==> src/rtl/led_pkg.sv <==
// ---------------------------------------------------------------------------
// led_pkg
// Shared definitions for the LED sequencer: mode and state encodings, the
// sweep direction, the default 20 MHz timing constants and a helper that
// sizes counters.
// ---------------------------------------------------------------------------
package led_pkg;

    // Sequencing modes as presented on the mode input.
    typedef enum logic [1:0] {
        MODE_FWD = 2'd0,
        MODE_REV = 2'd1,
        MODE_PP  = 2'd2,
        MODE_ALL = 2'd3
    } mode_t;

    // Controller states.
    typedef enum logic [1:0] {
        IDLE   = 2'd0,
        RUN    = 2'd1,
        FINISH = 2'd2
    } state_t;

    // Ping-pong sweep direction.
    typedef enum logic {
        DIR_UP   = 1'b0,
        DIR_DOWN = 1'b1
    } dir_t;

    // Default timing at a 20 MHz clock, in clock cycles.
    localparam int unsigned T100MS = 2_000_000;
    localparam int unsigned T50MS  = 1_000_000;
    localparam int unsigned T75MS  = 1_500_000;

    // Bits needed to count 0..n-1, never less than one.
    function automatic int unsigned cnt_width(input int unsigned n);
        return (n > 1) ? $clog2(n) : 1;
    endfunction

endpackage

==> src/rtl/led_slot_timer.sv <==
// ---------------------------------------------------------------------------
// led_slot_timer
// Slot counter shared by all LEDs. Counts 0..T_SLOT-1 while enabled and wraps.
//   CLK   in   system clock, rising edge
//   RST_n in   synchronous active-low reset
//   clr   in   force the count to zero (wins over en)
//   en    in   advance the count
//   cnt   out  current count
//   tick  out  high in the last cycle of a slot while enabled
// ---------------------------------------------------------------------------
module led_slot_timer
    import led_pkg::*;
#(
    parameter int unsigned T_SLOT = T100MS,
    parameter int unsigned CW     = cnt_width(T_SLOT)
) (
    input  logic          CLK,
    input  logic          RST_n,
    input  logic          clr,
    input  logic          en,
    output logic [CW-1:0] cnt,
    output logic          tick
);

    localparam logic [CW-1:0] CNT_LAST = CW'(T_SLOT - 1);

    logic [CW-1:0] cnt_reg;
    logic [CW-1:0] cnt_next;

    assign tick = en && (cnt_reg == CNT_LAST);
    assign cnt  = cnt_reg;

    always_comb begin
        cnt_next = cnt_reg;
        if (clr) begin
            cnt_next = '0;
        end else if (tick) begin
            cnt_next = '0;
        end else if (en) begin
            cnt_next = cnt_reg + CW'(1);
        end
    end

    always_ff @(posedge CLK) begin
        if (!RST_n) begin
            cnt_reg <= '0;
        end else begin
            cnt_reg <= cnt_next;
        end
    end

endmodule

==> src/rtl/led_seq_ctrl.sv <==
// ---------------------------------------------------------------------------
// led_seq_ctrl
// Shares one slot timer across NUM_LED outputs, lighting one LED per slot in
// forward, reverse or ping-pong order, or all LEDs together. Each lit LED is
// on for slot counts ON_START..ON_END-1, seen one cycle later on LED_Out.
//   CLK     in   system clock, rising edge
//   RST_n   in   synchronous active-low reset
//   start   in   single-cycle start request (honoured only in IDLE)
//   stop    in   single-cycle abort request (wins over start)
//   mode    in   0 fwd, 1 rev, 2 ping-pong, 3 all-together
//   LED_Out out  registered LED drive, active high
//   busy    out  high while running
//   done    out  one-cycle pulse after ROUNDS rounds (never when ROUNDS==0)
// ---------------------------------------------------------------------------
module led_seq_ctrl
    import led_pkg::*;
#(
    parameter int unsigned NUM_LED  = 4,
    parameter int unsigned T_SLOT   = T100MS,
    parameter int unsigned ON_START = T50MS,
    parameter int unsigned ON_END   = T75MS,
    parameter int unsigned ROUNDS   = 0
) (
    input  logic               CLK,
    input  logic               RST_n,
    input  logic               start,
    input  logic               stop,
    input  logic [1:0]         mode,
    output logic [NUM_LED-1:0] LED_Out,
    output logic               busy,
    output logic               done
);

    localparam int unsigned   CW       = cnt_width(T_SLOT);
    localparam int unsigned   IW       = cnt_width(NUM_LED);
    localparam logic [IW-1:0] IDX_LAST = IW'(NUM_LED - 1);
    // Index reached when turning at the top of a ping-pong sweep.
    localparam logic [IW-1:0] IDX_TURN = IW'(NUM_LED - 2);
    localparam logic [15:0]   ROUNDS_Q = 16'(ROUNDS);

    state_t             state_reg, state_next;
    logic [IW-1:0]      idx_reg, idx_next;
    dir_t               dir_reg, dir_next;
    logic [15:0]        round_reg, round_next;
    mode_t              mode_reg, mode_next;
    logic [NUM_LED-1:0] led_reg, led_next;

    logic [CW-1:0]      slot_cnt;
    logic               slot_tick;
    logic               timer_clr;
    logic               timer_en;
    logic               in_window;
    logic [NUM_LED-1:0] led_hit;

    logic [IW-1:0]      step_idx;
    dir_t               step_dir;
    logic               step_wrap;

    led_slot_timer #(
        .T_SLOT (T_SLOT),
        .CW     (CW)
    ) u_timer (
        .CLK   (CLK),
        .RST_n (RST_n),
        .clr   (timer_clr),
        .en    (timer_en),
        .cnt   (slot_cnt),
        .tick  (slot_tick)
    );

    // Compare in 32 bits: ON_END may equal T_SLOT, which need not fit in CW.
    assign in_window = (32'(slot_cnt) >= ON_START) && (32'(slot_cnt) < ON_END);

    genvar gi;
    generate
        for (gi = 0; gi < NUM_LED; gi++) begin : g_hit
            assign led_hit[gi] = in_window &&
                                 ((idx_reg == IW'(gi)) || (mode_reg == MODE_ALL));
        end
    endgenerate

    // Index that follows the current one, and whether that step closes a round.
    always_comb begin
        step_idx  = idx_reg;
        step_dir  = dir_reg;
        step_wrap = 1'b0;
        case (mode_reg)
            MODE_FWD: begin
                step_wrap = (idx_reg == IDX_LAST);
                step_idx  = step_wrap ? '0 : idx_reg + IW'(1);
            end
            MODE_REV: begin
                step_wrap = (idx_reg == '0);
                step_idx  = step_wrap ? IDX_LAST : idx_reg - IW'(1);
            end
            MODE_PP: begin
                if (dir_reg == DIR_UP) begin
                    if (idx_reg == IDX_LAST) begin
                        step_idx = IDX_TURN;
                        step_dir = DIR_DOWN;
                    end else begin
                        step_idx = idx_reg + IW'(1);
                    end
                end else begin
                    step_idx = idx_reg - IW'(1);
                end
                // Landing on 0 ends the sweep; with two LEDs that already
                // happens at the top turn, so the direction stays up.
                if (step_idx == '0) begin
                    step_wrap = 1'b1;
                    step_dir  = DIR_UP;
                end
            end
            default: begin
                step_wrap = 1'b1;
            end
        endcase
    end

    always_comb begin
        state_next = state_reg;
        idx_next   = idx_reg;
        dir_next   = dir_reg;
        round_next = round_reg;
        mode_next  = mode_reg;
        timer_clr  = 1'b0;
        timer_en   = 1'b0;
        busy       = (state_reg == RUN);
        done       = (state_reg == FINISH);

        case (state_reg)
            IDLE: begin
                timer_clr = 1'b1;
                if (start && !stop) begin
                    mode_next  = mode_t'(mode);
                    idx_next   = (mode_t'(mode) == MODE_REV) ? IDX_LAST : '0;
                    dir_next   = DIR_UP;
                    round_next = '0;
                    state_next = RUN;
                end
            end
            RUN: begin
                if (stop) begin
                    timer_clr  = 1'b1;
                    state_next = IDLE;
                end else begin
                    timer_en = 1'b1;
                    if (slot_tick) begin
                        idx_next = step_idx;
                        dir_next = step_dir;
                        if (step_wrap) begin
                            round_next = round_reg + 16'd1;
                            if ((ROUNDS != 0) && (round_next == ROUNDS_Q)) begin
                                state_next = FINISH;
                            end
                        end
                    end
                end
            end
            default: begin
                timer_clr  = 1'b1;
                state_next = IDLE;
            end
        endcase

        // Lit only when both this cycle and the next are RUN, so leaving RUN
        // (stop or completion) darkens the outputs on that same edge.
        led_next = ((state_reg == RUN) && (state_next == RUN)) ? led_hit : '0;
    end

    always_ff @(posedge CLK) begin
        if (!RST_n) begin
            state_reg <= IDLE;
        end else begin
            state_reg <= state_next;
        end
    end

    always_ff @(posedge CLK) begin
        if (!RST_n) begin
            idx_reg   <= '0;
            dir_reg   <= DIR_UP;
            round_reg <= '0;
            mode_reg  <= MODE_FWD;
            led_reg   <= '0;
        end else begin
            idx_reg   <= idx_next;
            dir_reg   <= dir_next;
            round_reg <= round_next;
            mode_reg  <= mode_next;
            led_reg   <= led_next;
        end
    end

    assign LED_Out = led_reg;

endmodule

==> config.mk <==
export PLATFORM = sky130hd
export DESIGN_NAME = led_seq_ctrl
export DESIGN_NICKNAME = d
export VERILOG_FILES = /design/src/rtl/led_pkg.sv /design/src/rtl/led_slot_timer.sv /design/src/rtl/led_seq_ctrl.sv
export SDC_FILE = /design/constraint.sdc
export NUM_CORES = 1
export LEC_CHECK = 0
export CORE_AREA = 2 2 65 67
export CTS_CLUSTER_SIZE = 40
export DETAILED_ROUTE_END_ITERATION = 10
export DIE_AREA = 0 0 67 69
export HOLD_SLACK_MARGIN = 0.12
export SLEW_MARGIN = 20
export SYNTH_ARGS = -nofsm -noshare
export SYNTH_HDL_FRONTEND = slang
export SYNTH_SLANG_ARGS = --single-unit
==> constraint.sdc <==
create_clock -name CLK -period 4.7 [get_ports CLK]
set_input_delay 0.94 -clock CLK [delete_from_list [all_inputs] [get_ports CLK]]
set_output_delay 0.94 -clock CLK [all_outputs]
set_load 0.03 [all_outputs]
### Word-level counts from Yosys, hierarchy flattened

Index checks and enable logic that the tools add are counted.

* magnitude comparators: 2
* bitwise gates (word level): 1
* mux-type cells: 26
* eq/ne operators: 16
* add/sub/neg operators: 3
* reductions and logical operators: 23

Operator list (count)
* 2-bit 2-to-1 mux: 11
* 21-bit by 1-bit adder with 21-bit output (second input constant): 1
* 21-bit == test (second input constant): 1
* 21-bit by 20-bit >= comparator with 1-bit output (second input constant): 1
* 21-bit less-than comparator (second input constant): 1
* 1-bit 2-to-1 mux: 11
* 2-bit by 1-bit == test with 1-bit output (second input constant): 5
* 2-bit == test (second input constant): 5
* 5-bit AND reduction: 2
* 1-bit logical AND: 8
* 2-bit zero test: 4
* 2-bit one-hot mux with 2 select lines: 2
* 2-bit one-hot mux with 3 select lines: 1
* 1-bit logical OR: 4
* 2-bit by 1-bit != test with 1-bit output (second input constant): 2
* 2-bit != test (second input constant): 2
* 4-bit by 1-bit != test with 1-bit output (second input constant): 1
* 2-bit AND reduction: 2
* 3-bit OR reduction: 1
* 2-bit by 1-bit adder with 2-bit output (second input constant): 1
* 1-bit one-hot mux with 2 select lines: 1
* 2-bit nonzero test: 1
* 2-bit by 1-bit subtractor with 2-bit output (second input constant): 1
* 1-bit zero test: 1
* 1-bit inverter: 1

* flip-flop bits (word level): 32
* word-level logic and storage cells: 77
* input port bits: 6

### Logic depth before layout (Yosys ltp)

* depth in word-level cells: 10
* depth in mapped cells: 7
* gate-level depth less buffers: 7

### Hierarchy

From an unflattened synthesis, not the netlist that was laid out.

* cell total of the unflattened synthesis: 204
* area total of the unflattened synthesis: 1754.2 µm²

Modules (own cells, without submodules)
* led_slot_timer: cells an instance 117, seq. area each 420.4 µm², area each 1034.7 µm², instances 1
* led_seq_ctrl: cells an instance 87, seq. area each 220.2 µm², area each 719.4 µm², instances 1

### Worst setup path after synthesis

Ideal clock, no wire load.

* path kind: in2reg
* from: in stop
* to: reg idx_reg[0]
* cell stages on the path: 5
* buffers on the path: 0
* arrival time: 1992 ps
* setup time: 121 ps
* slack: 2587 ps
* required time: 4579 ps
* cells stage by stage: nand4bb_1 nor3_1 nor3b_2 a21oi_2 mux2_4

* longest elaborated chain between the ends: 5
* elaborated cells on any way between the ends: 9

RTL lines
* from (decl): line led_seq_ctrl.sv:27 `input logic stop,`
* 1-bit 2-to-1 mux: line led_seq_ctrl.sv:143 `if (stop) begin`
* 1-bit 2-to-1 mux: line led_seq_ctrl.sv:131 `case (state_reg)`
* 1-bit logical AND: line led_slot_timer.sv:30 `assign tick = en && (cnt_reg == CNT_LAST);`
* 2-bit by 1-bit != test with 1-bit output (no line)
* 5-bit AND reduction (no line) (*)
* to (signal assigned): line led_seq_ctrl.sv:187 `idx_reg <= idx_next;`
* to (decl): line led_seq_ctrl.sv:42 `logic [IW-1:0] idx_reg, idx_next;`

Mark *: on every way between the ends. The rest lies on a longest branch, timed or not.
A chain may end at the register's enable or synchronous reset.

### Worst setup path after layout

* from: reg state_reg[0]
* to: out busy

* longest elaborated chain between the ends: 1

RTL lines
* from (decl): line led_seq_ctrl.sv:41 `state_t state_reg, state_next;`
* from (signal assigned): line led_seq_ctrl.sv:175 `state_reg <= state_next;`
* 2-bit by 1-bit == test with 1-bit output: line led_seq_ctrl.sv:128 `busy = (state_reg == RUN);`
* to (decl): line led_seq_ctrl.sv:30 `output logic busy,`

No other way between the ends.

==> metrics.md <==
| Metric | Value |
|---|---|
| FF+latch area | approximately 640 µm² |
| Skew final | 4.15 ps |
| Worst r2r src | u_timer.cnt[6] |
| Crit-path cells | nor2b_1, clkdlybuf4s50_1 |
| Die Wd | 67 µm |
| Dpl ws | about 1800 ps |
| Post CTS Setup Buffer Count | 0 |
| Starting Density | a little over two fifths |
| Syn-to-layout area delta | 14.5% |
| Crit-path slowest cell | clkdlybuf4s50_1 |
| CTS H-tree lvls | 2 |
| IO buf count | 11 |
| Kind of critical path | register to output pin |
| Overall Global Routing Usage | 16.4% |
| Synthesized instance count | between 150 and 200 |
| Status | finished, final reports clean |
| Drt wl/cell | 12.7 µm |
| CTS resizes | 0 |
| Remaining global-route overflow | 0 |
| Synth warn | 0 |
| First-pass GRT wire length | ~6000 µm |
| Setup TNS | 0 ps |
| Crit. Startpoint | state_reg[0] |
| Total CTS buffers | 5 |
| DP HPWL | around 2400 µm |
| Wire length on met1 | around 1700 µm |
| WL met2 | ~1500 µm |
| Vias | 1345 |
| Hold Crit Start | u_timer.cnt[0] |
| Distinct cells, synth | 39 |
| Io pins | 12 |
| Post-route ant nets | 0 |
| Final period util | between 50% and 60% |
| CP Launch Type | register |
| Num rows | 23 |
| Lkg Pwr | ~0.00066 µW |
| DR top layer | met4 |
| DR vias/cell | between 5 and 6 |
| Register area share after synthesis | about two fifths |
| Gpl congestion | roughly 0.81 |
| Max-slew violations | 0 |
| CTS tree | yes |
| Register bit total from synthesis | 32 |
| Post-layout min period | between 2000 and 3000 ps |
| Syn Nets | 210 |
| Final setup vio count | 0 |
| Fmax | about 0.36 GHz |
| Most common cell after layout, fill and taps aside | dfxtp_1 |
| Max FFs per register | 21 |
| Commonest non-fill, non-tap cells in the layout | 32 x dfxtp_1, 30 x nor2_1, 13 x xor2_1, 13 x a21oi_1, 12 x nand3_1 |
| # hold bufs at CTS | 0 |
| Drt first-iter violations | 49 |
| Layout cells sized above 1 | roughly 5.7% |
| Clock tree buffer depth | 2 |
| # DRC | 0 |
| Clock Sinks | 32 |
| Worst Path Max Fanout | 6 |
| Die Area | between 4000 and 5000 µm² |
| Dpl cell area | roughly 1800 µm² |
| Post-synthesis cell area | between 1500 and 2000 µm² |
| Core region area | 3910 µm² |
| RSZ-0062 raised after global routing | false |
| Die height | 69 µm |
| Cell Count, Final, Fillers Out | 260 |
| Hold slack final | slightly below 500 ps |
| Maximum VDD drop | 0.112 mV |
| Met3 wire len | 114 µm |
| Layout Nets | 225 |
| Clk pin slew, worst setup/hold paths | 60 ps |
| Maximum capacitance violations | 0 |
| Hold Violations, Final | 0 |
| Max-slew headroom | between 50% and 60% |
| Worst Max-Slew Pin Slew | around 650 ps |
| Crit end category | output pin |
| Area leader, netlist | dfxtp_1 |
| Post-route cell area | 1930 µm² |
| Largest net degree at the start of global routing | 22 |
| Worst EP required | around 3800 ps |
| Drt first pass iters | 4 |
| Avg Inst Size Synth | between 8 and 9 µm² |
| Max stage delay on crit path | between 700 and 800 ps |
| Worst hold path class | register to register |
| Vias in the first global route | between 1000 and 1500 |
| # diodes | 0 |
| Critical path data arrival time | roughly 1800 ps |
| CTS root buffer | clkbuf_8 |
| Total Routed Length | between 3000 and 4000 µm |
| Top-area cell type share of the netlist area | a little under two fifths |
| Post-route setup slack | about 1900 ps |
| Area of the multi-input gates | about 980 µm² |
| Clock Latency Late Sink | approximately 280 ps |
| Initial antenna violation count | 0 |
| Fillcell total | 403 |
| Pwr dens | roughly 270 nW/µm² |
| Dpl cells | between 200 and 300 |
| Main area contributors after synthesis | dfxtp_1 38%, ha_1 7.4%, xor2_1 6.8% |
-- synthesized netlist by cell type --
master,instances
nand2_1,8
o31ai_1,1
a21boi_0,1
nor4_1,3
buf_4,2
a221o_1,1
nor3b_2,1
nand3b_1,1
nor4b_1,1
and3_1,4
mux2i_1,2
nor2b_1,7
a211o_1,1
inv_1,10
xor2_1,13
dfxtp_1,32
nor4b_4,1
nand4_1,4
a211oi_1,1
nand4bb_1,1
a21oi_2,1
ha_1,10
mux2_4,1
or2_2,2
nand4b_1,4
a41o_1,1
nand3_1,12
conb_1,1
xnor2_1,6
a21oi_1,13
nor3_1,4
and2b_1,1
o21ai_0,6
nor3b_1,2
clkbuf_1,1
and2_1,2
nor2_1,30
or4b_1,1
o21a_1,1
-- layout make-up --
class | instances | area share (%)
Multi-Input combinational cell | 149 | 51.1
Inverter | 10 | 1.95
Sequential cell | 32 | 33.3
Tap cell | 50 | 3.25
Timing Repair Buffer | 11 | 5.72
Clock buffer | 8 | 4.68
-- cell families after synthesis --
logic type	Yosys count	synth area share [%]
fa+ha+maj	10	7.44
simple gates	89	29.2
xor+xnor	19	9.90
other cells	1	0.223
compound gates	27	9.67
buf+inv	13	3.35
flops	32	38.1
mux	3	2.08
-- critical path: cells and delay by family, from the launching register on --
family	cells	cell delay, ps
simple gates	1	350
buf+inv	1	740
flops	1	440
-- final timing paths --
check / end / slack, ps / cells past startpoint
worst min-delay path: u_timer.cnt[0] / 480 / 1
worst max register to register: u_timer.cnt[12] / 2650 / 5
worst max-delay path: busy / 1940 / 2
worst min register to register: u_timer.cnt[0] / 480 / 1
-- power breakdown --
part | switching, µW | internal, µW | leakage, µW
sequential | 2.64 | 273 | 0.000258
combinational | 11.8 | 12.4 | 0.000354
clock | 94.7 | 119 | 0.0000455
-- stage by stage --
| step | total power (µW) | utilization [%] |
|---|---|---|
| finish | 514 | 49.2 |
| global route | 538 | 49.2 |
| CTS | 521 | 49.2 |
| detailed placement | 306 | 46.9 |
| global placement | 305 | 46.9 |
| floorplan | 296 | - |
-- metal layers --
layer / GRT usage, % / vias to the layer above
li1: - / 701
met1: 22.8 / 615
met2: 23.7 / 22
met3: 3.43 / 7
met4: 8.16 / 0
met5: 0 / -
Note: power is estimated with default switching activity, not from simulation.
